**src/rtl/mult_seq_ctrl.sv**
```systemverilog
// Multicycle sequencer for the 32-bit RISC-V multiplier (MUL/MULH/MULHSU/MULHU).
// Each operation is split into 16x16 partial products on one shared 17x17 signed MAC.
module mult_seq_ctrl #(
  parameter int unsigned ACC_W = 64
) (
  input  logic             clk_i,
  input  logic             rst_i,
  input  logic             valid_i,
  output logic             ready_o,
  input  logic [1:0]       op_i,
  input  logic [31:0]      op_a_i,
  input  logic [31:0]      op_b_i,
  input  logic             kill_i,
  output logic             valid_o,
  output logic [31:0]      result_o,
  output logic [2:0]       step_o,
  output logic [ACC_W-1:0] acc_o
);

  if (ACC_W != 64) begin : g_acc_w_check
    $error("mult_seq_ctrl: ACC_W must be 64");
  end

  typedef enum logic [2:0] {
    StIdle = 3'd0,
    StAlbl = 3'd1,
    StAlbh = 3'd2,
    StAhbl = 3'd3,
    StAhbh = 3'd4,
    StDone = 3'd5
  } state_e;

  localparam logic [1:0] OpMul    = 2'b00;
  localparam logic [1:0] OpMulh   = 2'b01;
  localparam logic [1:0] OpMulhsu = 2'b10;

  state_e             r_state;
  state_e             w_state_next;
  logic [1:0]         r_op;
  logic [31:0]        r_a;
  logic [31:0]        r_b;
  logic [ACC_W-1:0]   r_acc;
  logic [31:0]        r_result;

  logic               w_accept;
  logic               w_mac_en;
  logic               w_res_load;
  logic               w_sign_a;
  logic               w_sign_b;
  logic signed [16:0] w_al;
  logic signed [16:0] w_ah;
  logic signed [16:0] w_bl;
  logic signed [16:0] w_bh;
  logic signed [16:0] w_mul_a;
  logic signed [16:0] w_mul_b;
  logic [5:0]         w_sh;
  logic signed [33:0] w_pp;
  logic [ACC_W-1:0]   w_addend;
  logic [ACC_W-1:0]   w_acc_next;

  assign w_sign_a = (r_op == OpMulh) || (r_op == OpMulhsu);
  assign w_sign_b = (r_op == OpMulh);
  assign w_al     = {1'b0, r_a[15:0]};
  assign w_ah     = {w_sign_a & r_a[31], r_a[31:16]};
  assign w_bl     = {1'b0, r_b[15:0]};
  assign w_bh     = {w_sign_b & r_b[31], r_b[31:16]};

  always_comb begin
    w_mul_a = w_al;
    w_mul_b = w_bl;
    w_sh    = 6'd0;
    case (r_state)
      StAlbh: begin
        w_mul_b = w_bh;
        w_sh    = 6'd16;
      end
      StAhbl: begin
        w_mul_a = w_ah;
        w_sh    = 6'd16;
      end
      StAhbh: begin
        w_mul_a = w_ah;
        w_mul_b = w_bh;
        w_sh    = 6'd32;
      end
      default: ;
    endcase
  end

  assign w_pp       = w_mul_a * w_mul_b;
  assign w_addend   = {{(ACC_W-34){w_pp[33]}}, w_pp} << w_sh;
  assign w_acc_next = r_acc + w_addend;

  always_comb begin
    w_state_next = r_state;
    w_accept     = 1'b0;
    w_mac_en     = 1'b0;
    w_res_load   = 1'b0;
    case (r_state)
      StIdle: begin
        if (valid_i && !kill_i) begin
          w_accept     = 1'b1;
          w_state_next = StAlbl;
        end
      end
      StAlbl: begin
        w_mac_en     = 1'b1;
        w_state_next = StAlbh;
      end
      StAlbh: begin
        w_mac_en     = 1'b1;
        w_state_next = StAhbl;
      end
      StAhbl: begin
        w_mac_en = 1'b1;
        if (r_op == OpMul) begin
          w_res_load   = 1'b1;
          w_state_next = StDone;
        end else begin
          w_state_next = StAhbh;
        end
      end
      StAhbh: begin
        w_mac_en     = 1'b1;
        w_res_load   = 1'b1;
        w_state_next = StDone;
      end
      StDone:  w_state_next = StIdle;
      default: w_state_next = StIdle;
    endcase
    // A flush abandons the operation without touching acc or result.
    if (kill_i && (r_state != StIdle)) begin
      w_state_next = StIdle;
      w_mac_en     = 1'b0;
      w_res_load   = 1'b0;
    end
  end

  always_ff @(posedge clk_i) begin
    if (rst_i) begin
      r_state  <= StIdle;
      r_op     <= 2'b00;
      r_a      <= 32'd0;
      r_b      <= 32'd0;
      r_acc    <= '0;
      r_result <= 32'd0;
    end else begin
      r_state <= w_state_next;
      if (w_accept) begin
        r_op  <= op_i;
        r_a   <= op_a_i;
        r_b   <= op_b_i;
        r_acc <= '0;
      end else if (w_mac_en) begin
        r_acc <= w_acc_next;
      end
      if (w_res_load) begin
        r_result <= (r_op == OpMul) ? w_acc_next[31:0] : w_acc_next[63:32];
      end
    end
  end

  assign ready_o  = (r_state == StIdle);
  assign valid_o  = (r_state == StDone) && !kill_i;
  assign result_o = r_result;
  assign step_o   = r_state;
  assign acc_o    = r_acc;

endmodule
```
**config.mk**
```make
export PLATFORM = sky130hd
export DESIGN_NAME = mult_seq_ctrl
export DESIGN_NICKNAME = d
export VERILOG_FILES = /design/src/rtl/mult_seq_ctrl.sv
export SDC_FILE = /design/constraint.sdc
export NUM_CORES = 1
export LEC_CHECK = 0
export ABC_CLOCK_PERIOD_IN_PS = 20100
export BUFFER_PORTS_ARGS = -buffer_cell sky130_fd_sc_hd__buf_4
export CAP_MARGIN = 0
export CORE_MARGIN = 1.5
export CORE_UTILIZATION = 48
export DETAILED_ROUTE_END_ITERATION = 8
export GPL_ROUTABILITY_DRIVEN = 1
export PLACE_DENSITY = 0.66
export SLEW_MARGIN = 20
export SYNTH_ARGS = -nofsm -noshare
export SYNTH_HDL_FRONTEND = slang
export SYNTH_SLANG_ARGS = --single-unit
```
**constraint.sdc**
```tcl
create_clock -name clk_i -period 20.1 [get_ports clk_i]
set_clock_uncertainty 0.2 [all_clocks]
set_input_delay 2.01 -clock clk_i [delete_from_list [all_inputs] [get_ports clk_i]]
set_output_delay 2.01 -clock clk_i [all_outputs]
set_load 0.01 [all_outputs]
```
==> results by stage <==
Outcome:
- The flow ran to the end, and the final reports show no timing, DRC or antenna violations.

Worst setup path:
- In this run the critical register-to-register path is launched from step_o[1]$_SDFFE_PP0P_.
- The beginning of the critical path is step_o[1]$_SDFFE_PP0P_.
- STA classifies the critical path startpoint as a register.
- The end point of the critical path is result_o[30]$_SDFFE_PP0P_.
- The number of cells traversed by the worst register-to-register path is 38.
- In this design, the critical path's most frequently occurring cell is fa_1.
- The slowest stage cell on the critical path is mux2i_1.
- The setup check on the worst reg-to-reg path leaves a slack of 7.59 ns.
- For this run, the slowest stage of the critical path takes 0.96 ns.
- Along the worst path, the maximum fanout reaches 34.
- The class of the most critical setup path is register to register.
- The end of the worst register-to-register path is result_o[30]$_SDFFE_PP0P_.
- The endpoint class of the critical path is a register.
- Data on the critical path arrives at its endpoint at 12.72 ns.
- Data on the critical path is required at its endpoint by 20.31 ns.

Routing:
- The total via count after detailed routing is 19700.
- Dividing the detail-routed via count by the number of cells gives 5.82.
- Dividing the detail-routed wire length by the instance count gives 22.0 µm.
- The DRC marker count from the first detailed-route iteration is 1898.
- In this run the remaining antenna-violating nets after routing total 0.
- For this block, the routed nets add up to 74300 µm of wire.
- The total DRC errors in the routed layout is 0.
- The number of detailed-routing iterations run before antenna repair is 7.

Floorplanning:
- Pin placement for this block handled 171 I/O pins.
- The number of rows created at floorplan is 77.
- The floorplan step defined a die boundary enclosing 46100 µm².
- The total area inside the core boundary comes to 44200 µm².
- The die span in x is 215 µm.
- The floorplan step set the die height to 215 µm.
- For this configuration, the core starts out at a cell density of 0.487.

Power and ir drop:
- The total net switching power is 286 µW.
- Of the total power, registers draw 0.394.
- The combinational power share is 0.189.
- The total design power is 866 µW.
- The fraction of power consumed by the clock network is 0.416.
- VDD sags by at most 0.0000552 V.
- Of the total power, the share spent switching nets is 0.330.
- For this design the ratio of total power to cell area is 36.2 nW/µm².
- Internal power comes to 580 µW.
- The leakage power figure is 0.0114 µW.

Timing:
- For the pin with the worst max-slew slack, the measured transition is 1.13 ns.
- In the finished design, the share of the clock period the worst path needs comes to 0.622.
- The routed design could run at a clock period as short as 12.51 ns.
- The total count of max-transition violations in the final report is 0.
- The number of failing setup endpoints in the final timing report is 0.
- Setup repair after global routing left no endpoint under its margin.
- In the final timing run, aggregate negative setup slack is 0 ns.
- The hold violation count in the final report is 0.
- The achievable clock frequency is 79.9 MHz.
- The worst pin sits at a relative slew slack of 0.224.

Clocking:
- The clock-pin slew on the worst setup and hold paths is 0.07 ns.
- No sink is reached through more buffers than the 2 on the longest clock path.
- After clock tree synthesis, the setup repair step added 0 buffers.
- The clock buffer count from CTS is 17.
- For the worst-skew pair, the clock arrives at the later sink with an insertion delay of 0.51 ns.
- In this run, post-CTS repair resized a total of 0 instances.
- The root buffer cell is clkbuf_16.
- The clock tree from TritonCTS is done.
- The clock net in this run drives a total of 165 sinks.
- Hold repair after CTS inserted 0 buffers.
- The depth of the CTS H-tree is 4.

Logic synthesis:
- The async set or reset register ratio after synthesis is 0.
- In this run, distinct cell masters in the synthesized netlist total 76.
- During synthesis, Yosys emitted a total of 0 warnings.
- The commonest register cell after synthesis is dfxtp_1.
- The mapped cell area is 21500 µm².
- The number of instances in the synthesized netlist is 2680.
- In this run the mean area of a mapped cell was 8.03 µm².
- The number of synthesized flops with an enable pin is 0.
- The proportion of synthesized chip area in sequential cells is 0.153.
- The total nets after synthesis is 3197.
- Summed over all instances, the cell type with the most area after synthesis is fa_1.
- Sorting the synthesized cells by area gives the leading types as fa_1 28%, dfxtp_1 15%, ha_1 8.7%, nand2_1 8.4%, a21oi_1 5.9%.
- Synthesis inferred 165 register bits.
- The fraction of post-synthesis cell area in the top cell type by area is 0.276.

Min path:
- The worst hold-check path type is register to register.

Placement:
- The final weighted congestion in routability-driven placement is 1.00.
- In this run the tool buffered the top-level ports with 170 buffer cells.
- Detailed placement ended at an HPWL of 60500 µm.

Global routing:
- The initial antenna violation count is 1.
- Entering global routing, the biggest net connects 67 pins.
- The first global-routing pass estimated 115000 µm of wire.
- Summed over all layers, the global routing overflow is 0.
- The number of global-route vias before repair was 19500.
- The combined global-route utilization of all metal layers is 0.327.

Final layout:
- The layout net count is 3292.
- Of the cells placed in the final design, the portion with a size suffix greater than 1 is 0.104.
- The layout-stage area growth over the synthesis result is 11.2%.
- At the end of the flow the core is filled with cells to 0.541.

Flow run:
- The max-capacitance violation count is 0.
[kinds of logic (layout without fill, tap and decap cells)]
| kind of cell | count (synthesis) | after routing | synth area share |
|---|---|---|---|
| flops | 165 | 165 | 0.153 |
| compound gates | 545 | 545 | 0.156 |
| simple gates | 913 | 913 | 0.176 |
| xor+xnor | 92 | 92 | 0.0381 |
| other cells | 0 | 1 | 0 |
| fa+ha+maj | 447 | 447 | 0.363 |
| buf+inv | 446 | 554 | 0.0781 |
| mux | 72 | 72 | 0.0351 |
[worst max-delay path, delay by kind of cell, from the launching register on]
kind	cells	cell delay, ns
DFF	1	0.53
AOI/OAI and AO/OA	15	3.78
adders and majority gates	8	3.84
and+or+nand+nor	8	2.27
buffers and inverters	5	0.49
muxes	2	1.27
[cell type report]
cell class | count | area, µm²
Antenna cell | 1 | 2.50
Clock buffer | 19 | 453
Clock inverter | 13 | 159
Fill cell | 4193 | 20300
Inverter | 324 | 1220
Multi-Input combinational cell | 2069 | 16600
Sequential cell | 165 | 3300
Tap cell | 592 | 741
Timing Repair Buffer | 198 | 1490
[state kept, by name (all words and copies together) (netlist names)]
| name | cells |
|---|---|
| r_op | 2 |
| r_b | 32 |
| step_o | 3 |
| r_a | 32 |
| acc_o | 64 |
| result_o | 32 |
[cell usage after synthesis, types with 3 or more instances]
library cell / instances
a2111oi_0: 5
a211oi_1: 43
a21boi_0: 4
a21o_1: 43
a21oi_1: 255
a221oi_1: 6
a22o_1: 6
a31oi_1: 9
and2_1: 17
and3_1: 19
buf_1: 9
buf_2: 6
clkbuf_1: 107
dfxtp_1: 165
fa_1: 297
ha_1: 150
inv_1: 324
mux2_2: 26
mux2i_1: 44
nand2_1: 479
nand2b_1: 19
nand3_1: 20
nand4_1: 19
nor2_1: 282
nor2b_1: 10
nor3_1: 20
nor4_1: 6
o211ai_1: 10
o21a_1: 15
o21ai_0: 66
o21ai_1: 15
o21ai_2: 3
o21bai_1: 18
o221ai_1: 3
o22ai_1: 3
o31ai_1: 9
or2_2: 7
or3_1: 4
xnor2_1: 60
xor2_1: 31
[layout by cell type (no fill, tap or decap), types with 4 or more instances in the layout]
cell,Yosys,final
a2111oi_0,5,5
a211oi_1,43,43
a21boi_0,4,4
a21o_1,43,43
a21oi_1,255,253
a221oi_1,6,6
a22o_1,6,6
a31oi_1,9,9
and2_1,17,16
and3_1,19,19
buf_4,0,198
clkbuf_16,0,17
dfxtp_1,165,165
fa_1,297,297
ha_1,150,150
inv_1,324,324
inv_6,0,5
mux2_2,26,26
mux2i_1,44,42
nand2_1,479,478
nand2b_1,19,18
nand3_1,20,20
nand4_1,19,19
nor2_1,282,281
nor2b_1,10,9
nor3_1,20,20
nor4_1,6,6
o211ai_1,10,10
o21a_1,15,15
o21ai_0,66,66
o21ai_1,15,15
o21bai_1,18,18
o31ai_1,9,9
or2_2,7,7
or3_1,4,4
xnor2_1,60,60
xor2_1,31,31
[how the worst min path moves through the flow]
| stage | slack (ns) | depth (start not counted) | endpoint | from |
|---|---|---|---|---|
| after floorplan | 0.23 | 2 | r_b[26]$_SDFFE_PP0P_ | r_b[26]$_SDFFE_PP0P_ |
| after global placement | 0.24 | 2 | r_b[1]$_SDFFE_PP0P_ | r_b[1]$_SDFFE_PP0P_ |
| after detailed placement | 0.25 | 2 | result_o[17]$_SDFFE_PP0P_ | result_o[17]$_SDFFE_PP0P_ |
| after CTS | 0.26 | 2 | r_b[1]$_SDFFE_PP0P_ | r_b[1]$_SDFFE_PP0P_ |
| after global routing | 0.27 | 2 | r_b[30]$_SDFFE_PP0P_ | r_b[30]$_SDFFE_PP0P_ |
| final | 0.26 | 2 | r_b[1]$_SDFFE_PP0P_ | r_b[1]$_SDFFE_PP0P_ |
[per-layer routing]
layer	global-route usage	wire, µm
met5	0	0
met4	0.120	2660
met3	0.0575	6410
met2	0.513	33800
met1	0.452	31400
[per-stage QoR]
stage | setup WS [ns] | instances | hold slack (ns) | cell area, µm²
2_1_floorplan | 9.00 | 2680 | 0.233 | 21500
3_3_place_gp | 7.83 | 3348 | 0.241 | 23300
3_5_place_dp | 7.76 | 3348 | 0.249 | 23300
4_1_cts | 7.73 | 3380 | 0.259 | 23900
5_1_grt | 6.81 | 3381 | 0.274 | 23900
6_report | 7.59 | 3381 | 0.258 | 23900
[power groups by stage]
stage	Clock (µW)	Sequential (µW)	Combinational (µW)
after floorplan	0	346	96.6
after global routing	377	342	177
after detailed placement	0	349	161
after CTS	369	341	162
after global placement	0	348	159
final	361	342	164
Note: power is estimated with default switching activity, not from simulation.
